`src/rtl/sort_arbiter.sv`:
```
// sort_arbiter: two-requester round-robin front end for a shared merge sorter; optional WAIT abort under SORT_ARB_TIMEOUT_EN.
module sort_arbiter #(
  parameter int STRING_LEN = 8,
  parameter int REC_W = 3,
  parameter int TIMEOUT = 255
) (
  input  logic clk,
  input  logic rst,
  input  logic req0,
  input  logic req1,
  input  logic [STRING_LEN-1:0][REC_W-1:0][7:0] data_in0,
  input  logic [STRING_LEN-1:0][REC_W-1:0][7:0] data_in1,
  output logic done0,
  output logic done1,
  output logic [STRING_LEN-1:0][REC_W-1:0][7:0] data_out,
  output logic err,
  output logic eng_start,
  output logic [STRING_LEN-1:0][REC_W-1:0][7:0] eng_data_in,
  output logic [1:0] eng_sort_num,
  input  logic [STRING_LEN-1:0][REC_W-1:0][7:0] eng_data_out,
  input  logic eng_sorted
);
  typedef enum logic [1:0] {IDLE, START, WAIT, DELIVER} state_t;
  state_t state, state_n;
  logic gnt, gnt_n, ptr, abort, fail;
`ifdef SORT_ARB_TIMEOUT_EN
  localparam int CW = $clog2(TIMEOUT + 1);
  logic [CW-1:0] cnt;
  assign abort = !eng_sorted && cnt == CW'(TIMEOUT - 1);
  always_ff @(posedge clk or negedge rst)
    if (!rst) cnt <= '0;
    else cnt <= state == WAIT ? cnt + 1'b1 : '0;
`else
  // With the watchdog compiled out a job can never abort.
  assign abort = TIMEOUT < 0;
`endif
  always_comb begin
    gnt_n = (req0 && req1) ? ptr : req1;
    state_n = state == IDLE  ? ((req0 || req1) ? START : IDLE)
            : state == START ? WAIT
            : state == WAIT  ? ((eng_sorted || abort) ? DELIVER : WAIT)
            : IDLE;
  end
  always_ff @(posedge clk or negedge rst)
    if (!rst) begin
      state <= IDLE;
      gnt <= 1'b0;
      ptr <= 1'b0;
      fail <= 1'b0;
      eng_data_in <= '0;
      eng_sort_num <= '0;
      data_out <= '0;
    end else begin
      state <= state_n;
      if (state == IDLE && (req0 || req1)) begin
        gnt <= gnt_n;
        eng_data_in <= gnt_n ? data_in1 : data_in0;
        eng_sort_num <= {1'b0, gnt_n};
      end
      if (state == WAIT) fail <= abort;
      if (state == WAIT && eng_sorted) data_out <= eng_data_out;
      if (state == DELIVER) ptr <= ~gnt;
    end
  assign eng_start = state == START;
  assign done0 = state == DELIVER && !gnt;
  assign done1 = state == DELIVER && gnt;
  assign err = state == DELIVER && fail;
endmodule

```
`config.mk`:
```
export PLATFORM = sky130hd
export DESIGN_NAME = sort_arbiter
export DESIGN_NICKNAME = d
export VERILOG_FILES = /design/src/rtl/sort_arbiter.sv
export SDC_FILE = /design/constraint.sdc
export NUM_CORES = 1
export LEC_CHECK = 0
export CORE_AREA = 3 3 378 380
export CTS_BUF_LIST = sky130_fd_sc_hd__clkbuf_4 sky130_fd_sc_hd__clkbuf_8
export DETAILED_ROUTE_END_ITERATION = 10
export DIE_AREA = 0 0 381 383
export PLACE_DENSITY_LB_ADDON = 0.2
export SKIP_CTS_REPAIR_TIMING = 1
export SLEW_MARGIN = 40
export SYNTH_ARGS = -nofsm -noshare
export SYNTH_HDL_FRONTEND = slang
export SYNTH_SLANG_ARGS = --single-unit
export TNS_END_PERCENT = 5
```
`constraint.sdc`:
```
create_clock -name clk -period 1.7 [get_ports clk]
set_input_delay 0.17 -clock clk [delete_from_list [all_inputs] [get_ports clk]]
set_output_delay 0.17 -clock clk [all_outputs]
set_load 0.05 [all_outputs]
```
# Word-level counts from Yosys, hierarchy flattened
# Index checks and enable logic that the tools add are counted.
# word_totals
in_bits	581
reg_bits	388
# classes
n_eq_ne	3
mux	7
n_bitwise	1
reduce_logical	8
# op_table
op	n
2-to-1 mux 192 bit	1
2-to-1 mux 2 bit	3
logical AND 1 bit	5
== test 2 bit, second input constant	2
2-to-1 mux 1 bit	3
== test 2 x 1 -> 1 bit, second input constant	1
zero test 2 bit	1
zero test 1 bit	1
logical OR 1 bit	1
NOT 1 bit	1

# Depth between registers and ports, before layout
# Gate-level depths: netlist (run 1).
# depth
word_depth	4
ltp_mapped	7

# Worst setup path after synthesis (run 1)
# Ideal clock, no wire load.
# synth_timing
path_kind	register to register
start	register state[0]
end	register data_out[102] (netlist name)
path_stages_with_launch	7
path_slack_ns	0.165
arrival_ns	1.410
period_less_slack_ns	1.535
t_required_ns	1.575
path_cell_list	dfrtp_1 -> inv_1 -> ha_1 -> nand2_1 -> buf_2 -> buf_2 -> mux2_2
# synth_between
elab_chain_len	2
# synth_lines
item	line_no	text
from (decl)	24	state_t state, state_n;
from (signal assigned)	54	state <= state_n;
== test 2 bit	61	if (state == WAIT && eng_sorted) data_out <= eng_data_out;
logical AND 1 bit	61	
to (signal assigned)	61	
to (decl)	15	output logic [STRING_LEN-1:0][REC_W-1:0][7:0] data_out,
# No other way between the ends.
# A chain may end at the register's enable or synchronous reset.

# Final worst setup path (run 1)
# layout_timing
start	register state[1]
end	output port done0
# layout_between
elab_chain_len	2
# layout_lines
item	line_no	text
== test 2 bit	-	
logical AND 1 bit	65	assign done0 = state == DELIVER && !gnt;
to (decl)	13	output logic done0,
# No other way between the ends.

==> summary.md, run 1 <==
| Metric | Value |
|---|---|
| Critical path endpoint category | output port |
| Post-Layout Cell Count | 4,799 |
| Yosys reg bits | 388 |
| Latest clock arrival within the worst-skew pair | 0.74 ns |
| Top layer used by detailed routing | met5 |
| Top cells by area, synth | dfrtp_1 58%, mux2_2 13%, a31oi_1 7.2%, a21oi_1 5.8%, nor2_1 4.4% |
| Post-synth top area share | 58.3% |
| Clock slew seen by the registers of the worst setup and hold paths | 0.05 ns |
| Post-Syn Area per Cell | 11.0 sq um |
| NetSw | 35,000 uW |
| Routed via count | 17,614 |
| Cell-internal power | 33,600 uW |
| Met2 wire length | 48,400 um |
| Data arrival, critical path | 1.72 ns |
| Antenna-violating nets left | 0 |
| Top-Level Pins | 971 |
| Worst setup margin | -0.194 ns |
| Final setup violation count | 3 |
| Max Cap Viol | 0 |
| Slowest stage cell, crit path | dfrtp_1 |
| Die X | 381 um |
| Total Power | 68,600 uW |
| Sequential area share after synthesis | 58.3% |
| Count of final max-slew check failures | 0 |
| Hold WC Path Type | input port to flop |
| Share of cells above drive strength 1 | 30.5% |
| Total track usage | 12.3% |
| Hold Crit Depth | 3 |
| Reg-to-reg critical path endpoint | data_out[130] |
| Worst Hold Slack | 0.0473 ns |
| Num CTS Buffers | 84 |
| WHS Endpoint | eng_data_in[73] |
| CP Class | flop to output port |
| CP peak stage delay | 0.39 ns |
| Min-delay src | data_in0[73] |
| Failing checks | negative setup slack |
| TritonCTS Sinks | 388 |
| R2R cell count | 6 |
| Nets@finish | 3,447 |
| CP Cell Sequence | buf_6, ha_4, inv_2, nor2_4, buf_12 |
| Power Density | 2060 nW/um^2 |
| Synthesized area | 16,600 sq um |
| Peak fanout along the critical path | 3 |
| Root Buffer Master | clkbuf_8 |
| CTS tree | done |
| Peak VDD IR | 0.974 mV |
| GP Congestion | 0.768 |
| Initial core utilization | 11.9% |
| Synthesized netlist cell count | 1,518 |
| Met3 routed WL | 7210 um |
| RR Startpoint | state[0] |
| Tmin final | 1.89 ns |
| Logic pwr share | 59.6% |
| Reg2reg setup slack | 0.06 ns |
| Crit share post-route | 111% |
| Die H | 383 um |
| Die area | 146,000 sq um |
| Least-Margin Pin Slew | 0.702 ns |
| CORE AREA | 140,000 sq um |
| Clk pwr share | 15.6% |
| RSZ-0062 raised after global routing | true |
| PortBufs | 968 |
| GR Overflow Total | 0 |
| Dpl hpwl | 72,900 um |
| CTS Buffer Depth | 3 |
| DRC | 0 |
| FP Rows | 137 |
| Distinct cells, synth | 25 |
| Leakage power | 0.0137 uW |
| Post-Route M1 WL | 38,400 um |
| Drt via density | 3.67 |
| Sw Ratio | 51.0% |
| Worst path required time | 1.53 ns |
| First-pass GRT wire length | 132,000 um |
| CTS H-tree lvls | 3 |
| Flop pwr share | 24.8% |
| Final wirelength | 95,800 um |
| DR pass1 iterations | 5 |
| Yosys warning count | 0 |
| Post-synth top area cell | dfrtp_1 |
| Element type at the critical path start | flop |
| Initial antenna violation count | 8 |
| Routed wire length per instance | 20.0 um |
| Slew margin rel. | 53.2% |
| Fin. Hold Viols | 0 |
| Placed insts | 4,357 |
| Clock skew | 0.0434 ns |
| Delay-heaviest family, CP | flip-flops |
| Starting DRC count in detailed routing | 665 |
| Vias in the first global route | 17,657 |
| Outcome | finished with violations |
| FMAX | 528 MHz |
| Synth-to-Final Area Change | 100% |
| Total Negative Setup Slacks | -0.541 ns |
| Crit path buffers/inverters | 3 |
| Largest net degree at the start of global routing | 116 |
## power by group through the flow
stage	registers (uW)	clock network (uW)	logic, uW
after detailed placement	17000	0	41700
after floorplan	32700	0	9040
final	17000	10700	40900
after global routing	17600	11700	43000
after CTS	17000	11300	41700
after global placement	17100	0	41700
## worst min-delay path, cell delays in order
cell,delay [ns]
clkdlybuf4s50_1,0.39
o21ai_1,0.07
a21oi_1,0.07
## placed cells by master (no fill, tap or decap), drive strengths merged, types with 2 or more instances in the layout
cell,Yosys,final
a21oi,192,192
a31oi,192,192
buf,117,458
clkbuf,34,206
clkdlybuf4s50,0,578
clkinv,0,8
clkinvlp,0,2
conb,1,2
dfrtp,388,388
diode,0,7
dlygate4sd3,0,294
ha,4,4
inv,4,6
mux2,192,192
nor2,193,193
o21ai,193,193
## kinds of logic (layout without fill, tap and decap cells)
| kind of cell | Yosys count | in the layout | share of synthesized area [%] |
|---|---|---|---|
| AOI/OAI and AO/OA | 581 | 581 | 19.1 |
| adders and majority gates | 4 | 4 | 0.301 |
| buffers and inverters | 155 | 1552 | 4.79 |
| DFF | 388 | 388 | 58.3 |
| muxes | 192 | 192 | 13.0 |
| other | 1 | 9 | 0.0225 |
| and+or+nand+nor | 197 | 197 | 4.50 |
## layout make-up
| class | count | area (sq um) |
|---|---|---|
| inverters | 4 | 20.0 |
| diodes | 7 | 17.5 |
| clock inverters | 12 | 95.1 |
| fillers | 15168 | 106000 |
| clock buffers | 128 | 1590 |
| well taps | 1876 | 2350 |
| repair buffers | 1408 | 13300 |
| flip-flops and latches | 388 | 9720 |
| multi-input cells | 976 | 6200 |
## per-stage QoR
step | setup slack (ns) | utilization [%] | area [sq um]
3_3_place_gp | -0.367 | 20.7 | 28900
6_report | -0.194 | 23.9 | 33300
2_1_floorplan | 0.165 | - | 16600
5_1_grt | -0.350 | 23.9 | 33300
3_5_place_dp | -0.323 | 20.7 | 28900
4_1_cts | -0.609 | 21.9 | 30600
## cells in the mapped netlist, drive strengths merged
cell / n
dfrtp: 388
nor2: 193
o21ai: 193
a21oi: 192
a31oi: 192
mux2: 192
buf: 117
clkbuf: 34
ha: 4
inv: 4
a21o: 1
a32o: 1
and2: 1
and2b: 1
conb: 1
nand2: 1
nand2b: 1
o21a: 1
o31ai: 1
## sequential cells by signal (all words and copies together), names as in the netlist
name and flops:
ptr 1, eng_data_in 192, gnt 1, state 2
data_out 192
## worst max path at each step
stage,from,end,slack (ns),depth (start not counted)
after floorplan,state[0],data_out[102],0.17,6
after global placement,req0,eng_data_in[97],-0.37,6
after detailed placement,req0,eng_data_in[97],-0.32,6
after CTS,state[1],done0,-0.61,5
after global routing,state[1],done0,-0.35,5
final,state[1],done0,-0.19,5
## metal layers
metal,vias up,GRT usage [%]
li1,8161,-
met2,656,21.5
met1,8684,14.2
met4,2,3.01
met3,111,4.58
met5,-,0
No activity file was read; power rests on OpenSTA's default activity.
==> run 2: changes to the inputs <==
--- a/config.mk
+++ b/config.mk
@@ -10,7 +10,6 @@
 export DETAILED_ROUTE_END_ITERATION = 10
 export DIE_AREA = 0 0 381 383
 export PLACE_DENSITY_LB_ADDON = 0.2
-export SKIP_CTS_REPAIR_TIMING = 1
 export SLEW_MARGIN = 40
 export SYNTH_ARGS = -nofsm -noshare
 export SYNTH_HDL_FRONTEND = slang
==> summary.md, run 2 (synthesis gave the netlist of run 1 again) <==
| Metric | Value |
|---|---|
| Share of cells above drive strength 1 | 29.0% |
| CTS Buffer Depth | 3 |
| Antenna-violating nets left | 0 |
| Num CTS Buffers | 84 |
| Worst setup margin | -0.162 ns |
| Drt via density | 3.69 |
| Cell Area, Placed | 28,900 sq um |
| First-pass GRT wire length | 139,000 um |
| Data arrival, critical path | 1.69 ns |
| Final setup violation count | 5 |
| Max Cap Viol | 0 |
| Logic pwr share | 60.2% |
| Top-Level Pins | 971 |
| Hold WC Path Type | input port to flop |
| Clock slew seen by the registers of the worst setup and hold paths | 0.06 ns |
| Slew margin rel. | 56.2% |
| GR Overflow Total | 0 |
| CP Class | flop to output port |
| Die X | 381 um |
| Power Density | 1980 nW/um^2 |
| Element type at the critical path start | flop |
| Final wirelength | 97,200 um |
| PortBufs | 968 |
| GP Congestion | 0.768 |
| Worst path required time | 1.53 ns |
| Crit share post-route | 110% |
| Count of final max-slew check failures | 0 |
| Starting DRC count in detailed routing | 717 |
| TritonCTS Sinks | 388 |
| Total Power | 69,800 uW |
| Dpl hpwl | 72,900 um |
| Tmin final | 1.86 ns |
| Peak fanout along the critical path | 2 |
| Latest clock arrival within the worst-skew pair | 0.74 ns |
| Clk pwr share | 15.3% |
| DRC | 0 |
| Cell-internal power | 34,500 uW |
| Initial antenna violation count | 8 |
| Least-Margin Pin Slew | 0.657 ns |
| FP Rows | 137 |
| Outcome | finished with violations |
| Vias in the first global route | 19,998 |
| Total track usage | 12.7% |
| Critical path endpoint category | output port |
| Peak VDD IR | 0.974 mV |
| Initial core utilization | 11.9% |
| Design area | 35,300 sq um |
| Sw Ratio | 50.5% |
| DR pass1 iterations | 7 |
| CORE AREA | 140,000 sq um |
| Fin. Hold Viols | 0 |
| Total Negative Setup Slacks | -0.485 ns |
| Flop pwr share | 24.4% |
| RSZ-0062 raised after global routing | true |
| FMAX | 537 MHz |
| Nets@finish | 3,612 |
| Largest net degree at the start of global routing | 116 |
| Most frequent cells in the layout | 578 x clkdlybuf4s50_1, 453 x dlygate4sd3_1, 382 x buf_4 |
| Routed wire length per instance | 19.6 um |
| Largest regs | data_out (192), eng_data_in (192), state (2) |
| CTS tree | done |
| Root Buffer Master | clkbuf_8 |
| CTS H-tree lvls | 3 |
| Routed via count | 18,309 |
| Die area | 146,000 sq um |
| Clock skew | 0.0436 ns |
| Leakage power | 0.0145 uW |
| Die H | 383 um |
| NetSw | 35,200 uW |
| Failing checks | negative setup slack |
| Commonest non-fill, non-tap cell in the layout | clkdlybuf4s50_1 |
| Synth-to-Final Area Change | 112% |
## run 2: changes by cell type in the layout (fill, tap and decap cells not counted), moves of 10 or more
cell	delta
dlygate4sd3_1	+159
clkbuf_2	-78
buf_2	+53
clkdlybuf4s15_2	+25
mux2_2	-25
mux2_4	+25
buf_6	+12
buf_4	-10
## run 2: worst max-delay path, cell delays in order (launching register included)
cell     delay, ns
dfrtp_1       0.40
buf_6         0.13
ha_4          0.16
and2_4        0.15
buf_12        0.15
## run 2: what timing repair did
action | in CTS | in global routing
setup buffers | 2 | 3
hold buffers | 454 | 0
cloned | 0 | 1
pin swaps | 2 | 1
gates resized for setup | 302 | 111
endpoints found under the setup margin | 129 | 183
endpoints found under the hold margin | 752 | 0
## run 2: power by group through the flow
| stage | Combinational (uW) | Clock [uW] | Sequential (uW) |
|---|---|---|---|
| floorplan | 9040 | 0 | 32700 |
| global placement | 41700 | 0 | 17100 |
| detailed placement | 41700 | 0 | 17000 |
| CTS | 42500 | 11300 | 17000 |
| global route | 44200 | 11700 | 17600 |
| finish | 42000 | 10700 | 17000 |
## run 2: worst paths after layout
kind | from | slack (ns) | end | cells after the start
min in group asynchronous | rst | 0.14 | data_out[93] | 3
worst min register to register | data_out[127] | 0.50 | data_out[127] | 1
max in group asynchronous | rst | 1.00 | eng_data_in[105] | 4
worst min-delay path | data_in0[188] | 0.11 | eng_data_in[188] | 3
worst max-delay path | state[1] | -0.16 | done1 | 4
worst max register to register | state[1] | -0.02 | data_out[130] | 7
## run 2: layer usage
| metal | vias up | GRT usage, % | routed length (um) |
|---|---|---|---|
| met5 | - | 0 | 13 |
| met4 | 2 | 3.32 | 2090 |
| met3 | 119 | 3.77 | 6390 |
| met2 | 675 | 22.3 | 48900 |
| met1 | 9020 | 15.2 | 39800 |
| li1 | 8493 | - | - |
## run 2: area by class of cell
cell class / instances / area [sq um]
diodes: 6 / 15.0
clock buffers: 128 / 1590
clock inverters: 12 / 95.1
fillers: 14991 / 104000
inverters: 4 / 22.5
multi-input cells: 976 / 6330
flip-flops and latches: 388 / 9720
well taps: 1876 / 2350
repair buffers: 1573 / 15200
## run 2: metrics by stage
stage	cells	hold slack, ns	setup slack [ns]	util (%)
after floorplan	1519	-0.126	0.165	-
after global placement	4357	0.0973	-0.367	20.7
after detailed placement	4357	0.0991	-0.323	20.7
after CTS	4953	0.0000399	-0.301	25.3
after global routing	4962	0.0200	-0.346	25.3
final	4963	0.111	-0.162	25.3
==> run 3: changes to the inputs <==
--- a/config.mk
+++ b/config.mk
@@ -5,6 +5,7 @@
 export SDC_FILE = /design/constraint.sdc
 export NUM_CORES = 1
 export LEC_CHECK = 0
+export CAP_MARGIN = 20
 export CORE_AREA = 3 3 378 380
 export CTS_BUF_LIST = sky130_fd_sc_hd__clkbuf_4 sky130_fd_sc_hd__clkbuf_8
 export DETAILED_ROUTE_END_ITERATION = 10
==> results of run 3 <==
The final DEF is identical to that of run 2; final timing and power are the same.
